`src/rtl/pcm_mix_pkg.sv`:
```
// Shared constants, types and helpers for the multi-channel PCM-to-PWM output stage.
package pcm_mix_pkg;

  localparam int PCM_W_DEFAULT = 8;
  localparam int N_CH_MAX      = 8;

  typedef logic [PCM_W_DEFAULT-1:0] pcm_t;

  // Ceiling log2, used as the averaging shift for the mix path.
  function automatic int clog2(input int value);
    int result;
    result = 0;
    for (int k = 0; k < 31; k++) begin
      if ((1 << k) < value) result = k + 1;
    end
    return result;
  endfunction

endpackage

```
`src/rtl/pcm_chan_buf.sv`:
```
// One PCM channel: single-entry holding buffer, active sample, sticky underrun and PWM comparator.
module pcm_chan_buf #(
  parameter int SAMPLE_W = 8
) (
  input  logic                clk,
  input  logic                rst_n,
  input  logic [SAMPLE_W-1:0] cnt,
  input  logic                load,
  input  logic                ch_en,
  input  logic                clr_underrun,
  input  logic                s_vld,
  input  logic [SAMPLE_W-1:0] s_data,
  output logic                s_rdy,
  output logic                pwm_out,
  output logic                underrun,
  output logic [SAMPLE_W-1:0] next_active
);

  logic [SAMPLE_W-1:0] sample_buf;
  logic [SAMPLE_W-1:0] active;
  logic                full;
  logic                accept;

  assign s_rdy  = ~full;
  assign accept = s_vld & ~full;

  // Value the active register will hold after this edge; the mixer sums these on the load edge.
  assign next_active = (load && full) ? sample_buf : active;

  // Buffer swap on the period boundary, stream accept otherwise, sticky underrun, PWM compare.
  always_ff @(posedge clk or negedge rst_n) begin
    if (!rst_n) begin
      sample_buf <= '0;
      active     <= '0;
      full       <= 1'b0;
      underrun   <= 1'b0;
      pwm_out    <= 1'b0;
    end else begin
      if (load && full) begin
        active <= sample_buf;
        full   <= 1'b0;
      end else if (accept) begin
        // An accept on the load edge lands here too: it missed this boundary and waits a period.
        sample_buf <= s_data;
        full       <= 1'b1;
      end

      // A set on the same edge wins over a clear.
      if (load && !full && ch_en) begin
        underrun <= 1'b1;
      end else if (clr_underrun) begin
        underrun <= 1'b0;
      end

      pwm_out <= ch_en & (cnt < active);
    end
  end

endmodule

```
`src/rtl/pcm_mix_pwm.sv`:
```
// N-channel PCM-to-PWM output stage with double-buffered samples and an averaged mix output.
module pcm_mix_pwm
  import pcm_mix_pkg::*;
#(
  parameter int N_CH     = N_CH_MAX,
  parameter int SAMPLE_W = PCM_W_DEFAULT
) (
  input  logic                     clk,
  input  logic                     rst_n,
  input  logic [N_CH*SAMPLE_W-1:0] s_data,
  input  logic [N_CH-1:0]          s_vld,
  output logic [N_CH-1:0]          s_rdy,
  input  logic [N_CH-1:0]          ch_en,
  input  logic                     clr_underrun,
  output logic                     period_start,
  output logic [N_CH-1:0]          pwm_out,
  output logic                     mix_out,
  output logic [N_CH-1:0]          underrun
);

  localparam int MIX_SH = clog2(N_CH);
  localparam int SUM_W  = SAMPLE_W + MIX_SH;
  localparam logic [SAMPLE_W-1:0] CNT_MAX = '1;

  logic [SAMPLE_W-1:0]      cnt;
  logic [SAMPLE_W-1:0]      mix;
  logic                     load;
  logic [N_CH*SAMPLE_W-1:0] next_active;
  logic [SUM_W-1:0]         mix_sum;

  assign load = (cnt == CNT_MAX);

  for (genvar g = 0; g < N_CH; g++) begin : g_chan
    pcm_chan_buf #(
      .SAMPLE_W(SAMPLE_W)
    ) u_chan (
      .clk         (clk),
      .rst_n       (rst_n),
      .cnt         (cnt),
      .load        (load),
      .ch_en       (ch_en[g]),
      .clr_underrun(clr_underrun),
      .s_vld       (s_vld[g]),
      .s_data      (s_data[g*SAMPLE_W +: SAMPLE_W]),
      .s_rdy       (s_rdy[g]),
      .pwm_out     (pwm_out[g]),
      .underrun    (underrun[g]),
      .next_active (next_active[g*SAMPLE_W +: SAMPLE_W])
    );
  end

  // Sum of the enabled channels' upcoming samples; wide enough that it never overflows.
  always_comb begin
    mix_sum = '0;
    for (int i = 0; i < N_CH; i++) begin
      if (ch_en[i]) mix_sum = mix_sum + SUM_W'(next_active[i*SAMPLE_W +: SAMPLE_W]);
    end
  end

  // Free-running period counter, boundary pulse, mix latch on the boundary and mix comparator.
  always_ff @(posedge clk or negedge rst_n) begin
    if (!rst_n) begin
      cnt          <= '0;
      period_start <= 1'b0;
      mix          <= '0;
      mix_out      <= 1'b0;
    end else begin
      cnt          <= cnt + 1'b1;
      period_start <= load;
      if (load) mix <= SAMPLE_W'(mix_sum >> MIX_SH);
      mix_out      <= (cnt < mix);
    end
  end

endmodule
```
`config.mk`:
```
export PLATFORM = sky130hd
export DESIGN_NAME = pcm_mix_pwm
export DESIGN_NICKNAME = d
export VERILOG_FILES = /design/src/rtl/pcm_mix_pkg.sv /design/src/rtl/pcm_chan_buf.sv /design/src/rtl/pcm_mix_pwm.sv
export SDC_FILE = /design/constraint.sdc
export NUM_CORES = 1
export LEC_CHECK = 0
export BUFFER_PORTS_ARGS = -buffer_cell sky130_fd_sc_hd__buf_4
export CORE_MARGIN = 2
export CORE_UTILIZATION = 60
export DETAILED_ROUTE_END_ITERATION = 8
export PLACE_DENSITY = 0.82
export SYNTH_ARGS = -nofsm -noshare
export SYNTH_HDL_FRONTEND = slang
export SYNTH_SLANG_ARGS = --single-unit
```
`constraint.sdc`:
```
create_clock -name clk -period 11.3 [get_ports clk]
set_clock_uncertainty 0.05 [all_clocks]
set_input_delay 2.26 -clock clk [delete_from_list [all_inputs] [get_ports clk]]
set_output_delay 2.26 -clock clk [all_outputs]
set_load 0.05 [all_outputs]
```
[Word-level counts from Yosys, hierarchy flattened]
Index checks and enable logic that the tools add are counted.
Operators by class
  magnitude comparators: 9
  div/mod/pow operators: 0
  reduce and logical (&&, ||, !) cells: 56
  $add $sub $neg: 8
  bitwise gates (word level): 32
  shift operators: 0
  multiply operators: 0
  eq/ne operators: 1
  muxes and demuxes: 41
Operator list (number)
  $add 11x8->11: 7
  $mux 11: 7
  $lt 8x8->1: 9
  $mux 8: 9
  $reduce_bool 2->1: 16
  $mux 1: 25
  $logic_and 1x1->1: 24
  $and 1x1->1: 16
  $not 1->1: 16
  $reduce_and 2->1: 8
  $add 8x1->8 const B: 1
  $eq 8x8->1 const B: 1
  $logic_not 1->1: 8
Word-level totals
  latch bits: 0
  bits in writable memories: 0
  bits of input ports: 83
  ROM bits: 0
  memories kept: 0
  logic and storage cells: 191
  output and inout port bits: 26
  register bits: 170

[Depth between registers and ports, before layout]
  depth in word-level cells: 18
  mapped depth: 52
  depth with buffers taken out: 51

[Hierarchy]
A second synthesis with hierarchy kept.
Unflattened totals
  cell total of the unflattened synthesis: 1052
  area total of the unflattened synthesis: 11467.2 um2
By module, submodules not included
  pcm_chan_buf: instances 8, area an instance 920.9 um2, cells an instance 64
  pcm_mix_pwm: instances 1, area an instance 4100.2 um2, cells an instance 540

[Worst setup path before layout]
OpenSTA, ideal clock, no wires.
  path kind: input port to flip-flop
  from: input port ch_en[0]
  to: register mix[6]
  arrival time: 9.744 ns
  path slack: 1.374 ns
  stages on the path: 47
  cell sequence: clkbuf_1 > nor2b_1 > ha_1 > inv_1 > fa_1 > inv_1 > o32ai_1 > a21oi_1 > o21ai_0 > nand3b_1 > o21ai_0 > ha_1 > o21ai_0 > nor2_1 > nor2_1 > mux2_2 > ha_1 > o21a_1 > [11 not listed] > nor2b_1 > o31ai_1 > a21o_1 > o31a_1 > o21a_1 > ha_1 > a21oi_1 > xor2_1 > a21oi_1 > o31a_1 > ha_1 > and2_1 > o21ai_0 > and2_1 > mux2i_1 > a22oi_1 > xnor2_1 > o21ai_1
On the way
  longest elaborated chain between the ends: 15
RTL lines
  start, declared: RTL line pcm_mix_pwm.sv:13  | input logic [N_CH-1:0] ch_en,
  $mux 8 (*): RTL line pcm_mix_pwm.sv:56  | if (ch_en[i]) mix_sum = mix_sum + SUM_W'(next_active[i*SAMPLE_W +: SAMPLE_W]);
  $add 11x8->11: RTL line pcm_mix_pwm.sv:56
  $mux 11 (*): RTL line pcm_mix_pwm.sv:56
  $add 11x8->11: RTL line pcm_mix_pwm.sv:56
  $mux 11 (*): RTL line pcm_mix_pwm.sv:56
  $add 11x8->11: RTL line pcm_mix_pwm.sv:56
  $mux 11 (*): RTL line pcm_mix_pwm.sv:56
  $add 11x8->11: RTL line pcm_mix_pwm.sv:56
  $mux 11 (*): RTL line pcm_mix_pwm.sv:56
  $add 11x8->11: RTL line pcm_mix_pwm.sv:56
  $mux 11 (*): RTL line pcm_mix_pwm.sv:56
  $add 11x8->11: RTL line pcm_mix_pwm.sv:56
  $mux 11 (*): RTL line pcm_mix_pwm.sv:56
  $add 11x8->11: RTL line pcm_mix_pwm.sv:56
  $mux 11 (*): RTL line pcm_mix_pwm.sv:56
  end signal, assigned: RTL line pcm_mix_pwm.sv:70  | if (load) mix <= SAMPLE_W'(mix_sum >> MIX_SH);
  end, declared: RTL line pcm_mix_pwm.sv:26  | logic [SAMPLE_W-1:0] mix;
Mark *: on every way between the ends. The rest lies on a longest branch, timed or not.
A chain may end at the register's enable or synchronous reset.

[Worst setup path in the final report]
Same ends and word-level chain as after synthesis.

==> flow_summary.toml <==
[timing]
finalCritPeriodShare = 0.926
hold_violations = 0
clock.fmax_mhz = 95.6
worstMarginPinSlew_ns = 1.06
whs_ns = 0.437
final.setup.tns_ns = 0
rsz0062_at_grt = "false"
setup_viol = 0
relSlewSlack = 0.286
fin_crit_ns = 10.46
fin_ws_ns = 0.841
slew_violations = 0

[worst_setup_path]
slowest_stage = "ha_1"
cp_common_cell = "ha_1"
worstSetupStartpointType = "input port"
max_stage_delay_ns = 0.36
r2r_start = "cnt[2]$_DFF_PN0_"
crit_start = "ch_en[0]"
cp-end-kind = "flip-flop"
r2r-end = "mix[6]$_DFFE_PN0N_"
ff2ff_setup_slack_ns = 0.93
path_max_fanout = 13
crit_type = "in2reg"
cp.arrival_ns = 10.71
cp.required_ns = 11.55
rr_worst_depth = 50

[finish]
final_nets = 1429
postLayoutCellArea_sq_mm = 0.0129
syn2layout_area_growth_pct = 13.0
drive_above_1_share = 0.232
diodes = 0
fillCellCount = 1431

[cts]
path_clk_slew_ns = 0.06
clock-sinks = 170
clock_path_buffers = 2
h-tree-depth = 4
cts_tree = "done"
hold_buffers = 0
clk_latency_ns = 0.44
cts_buffers = 17
root_buffer = "clkbuf_16"
post-cts-setup-buffer-count = 0
ctsResizeCount = 0

[power]
p_leak_nw = 6.37
p_total_w = 0.00144
power_density_mw_per_mm2 = 112
ir_drop_mv = 0.103

[hold_path]
min_path_type = "reg2reg"
holdPathEnd = "mix[7]$_DFFE_PN0N_"
min_from = "mix[7]$_DFFE_PN0N_"
min_path_cells = 2

[global_route]
grt_max_degree = 101
overflow = 0
grt_pass1_wl_mm = 44.2
track_usage = 0.284
grt_pass1_vias = 8729
antenna_found_initial = 0

[synth]
seq_area_frac_synth = 0.372
synth.distinct_cells = 77
ys_warn_count = 0
postSynthCellCount = 1140
async_flop_share = 1.00
synth_edf_count = 0
ys_seq_elements = 170
ys.flop_type = "dfrtp_1"
synth_nets = 1347
avgSynthCellArea_sq_um = 10.0
syn-cell-area_sq_mm = 0.0114

[job]
drv_cap = 0

[route]
avgRoutedWirePerCell_um = 18.7
drc_errors = 0
via_per_inst = 5.91
antenna_left = 0
drtPass1Iterations = 5
wirelength_mm = 27.4
drtIter0Drc = 590
vias = 8678

[floorplanning]
rows = 50
design.core.area_sq_mm = 0.0187
die_area_sq_mm = 0.0202
ios = 109
die_h_um = 142
die_w_um = 142
start_util = 0.611

[place]
hpwl_mm = 20.3
gp_congestion = 0.944
numPortBuffers = 108
placed_area_sq_mm = 0.0123
place_ws_ns = 0.533

[status]
outcome = "finished, final reports clean"
[final cells by class]
class / instances / area (sq um) / area share
flip-flops and latches: 170 / 4250 / 0.330
well taps: 234 / 293 / 0.0227
clock inverters: 14 / 170 / 0.0132
inverters: 120 / 450 / 0.0349
clock buffers: 18 / 439 / 0.0340
multi-input cells: 796 / 6410 / 0.497
repair buffers: 117 / 882 / 0.0684
[registers in the layout, summed over array words and instances (netlist names)]
name,flops
g_chan.u_chan.pwm_out,8
g_chan.u_chan.sample_buf,64
cnt,8
period_start,1
mix,8
mix_out,1
g_chan.u_chan.active,64
g_chan.u_chan.underrun,8
g_chan.u_chan.full,8
[metal layers]
layer / share of wire / GRT usage
met2: 0.50 / 0.494
met4: 0.032 / 0.109
met5: 0 / 0
met1: 0.42 / 0.352
met3: 0.052 / 0.0528
[Yosys cell counts (4+ instances only)]
cell type / n / area (sq um)
o31a_1: 5 / 43.8
dfrtp_1: 170 / 4250
a211oi_1: 14 / 105
a31oi_1: 6 / 37.5
o21ai_0: 72 / 360
a211o_1: 5 / 43.8
and3_1: 8 / 50.1
and2_1: 7 / 43.8
nand3_1: 20 / 100
clkbuf_1: 27 / 101
a21oi_1: 69 / 345
ha_1: 118 / 1480
clkinv_1: 5 / 18.8
a32o_1: 9 / 90.1
mux2i_1: 14 / 140
o21ai_1: 5 / 25.0
nor2b_1: 36 / 225
xnor2_1: 34 / 298
buf_4: 24 / 180
mux2_2: 114 / 1280
a22oi_1: 4 / 30.0
nand2b_1: 25 / 156
a21boi_0: 7 / 52.6
inv_1: 115 / 432
nor2_1: 36 / 135
fa_1: 6 / 120
nand2_1: 63 / 236
o21a_1: 11 / 82.6
nand3b_1: 4 / 30.0
a21o_1: 17 / 128
xor2_1: 12 / 105
nor3_1: 11 / 55.1
o21bai_1: 5 / 37.5
[cells in the final DEF (no fill, tap or decap), types with 20 or more instances in the layout]
cell / n
nand2b_1: 25
mux2_2: 114
nand2_1: 63
nor2_1: 36
dfrtp_1: 170
a21oi_1: 69
o21ai_0: 72
inv_1: 115
nor2b_1: 36
buf_4: 116
nand3_1: 20
xnor2_1: 34
ha_1: 118
[logic make-up after synthesis]
kind of cell	Yosys count	share of synthesized area
simple gates	235	0.110
flops	170	0.372
xor+xnor	49	0.0401
compound gates	259	0.146
buf+inv	174	0.0658
mux	128	0.125
fa+ha+maj	125	0.141
[critical path: cells and delay by family]
family | cells | cell delay, ns
xor+xnor | 2 | 0.23
fa+ha+maj | 8 | 2.19
mux | 3 | 0.55
compound gates | 23 | 4.01
simple gates | 8 | 1.17
buf+inv | 3 | 0.28
[power by group]
part	switching (W)	internal (W)	leakage, nW
Clock	0.000255	0.000354	0.289
Combinational	0.0000722	0.0000779	3.92
Sequential	0.0000257	0.000655	2.16
[how the worst max path moves through the flow]
stage                    endpoint  slack, ns  cells after the start
6_report       mix[6]$_DFFE_PN0N_       0.84                     47
5_1_grt        mix[6]$_DFFE_PN0N_       0.11                     50
4_1_cts        mix[6]$_DFFE_PN0N_       0.96                     47
3_5_place_dp   mix[6]$_DFFE_PN0N_       0.53                     47
3_3_place_gp   mix[6]$_DFFE_PN0N_       0.81                     47
2_1_floorplan  mix[6]$_DFFE_PN0N_       1.37                     47
[metrics by stage]
stage,utilization,cells
final,0.690,1469
after detailed placement,0.657,1437
after floorplan,-,1140
after global placement,0.657,1437
after global routing,0.690,1469
after CTS,0.690,1469
(Power assumes the default switching activity.)
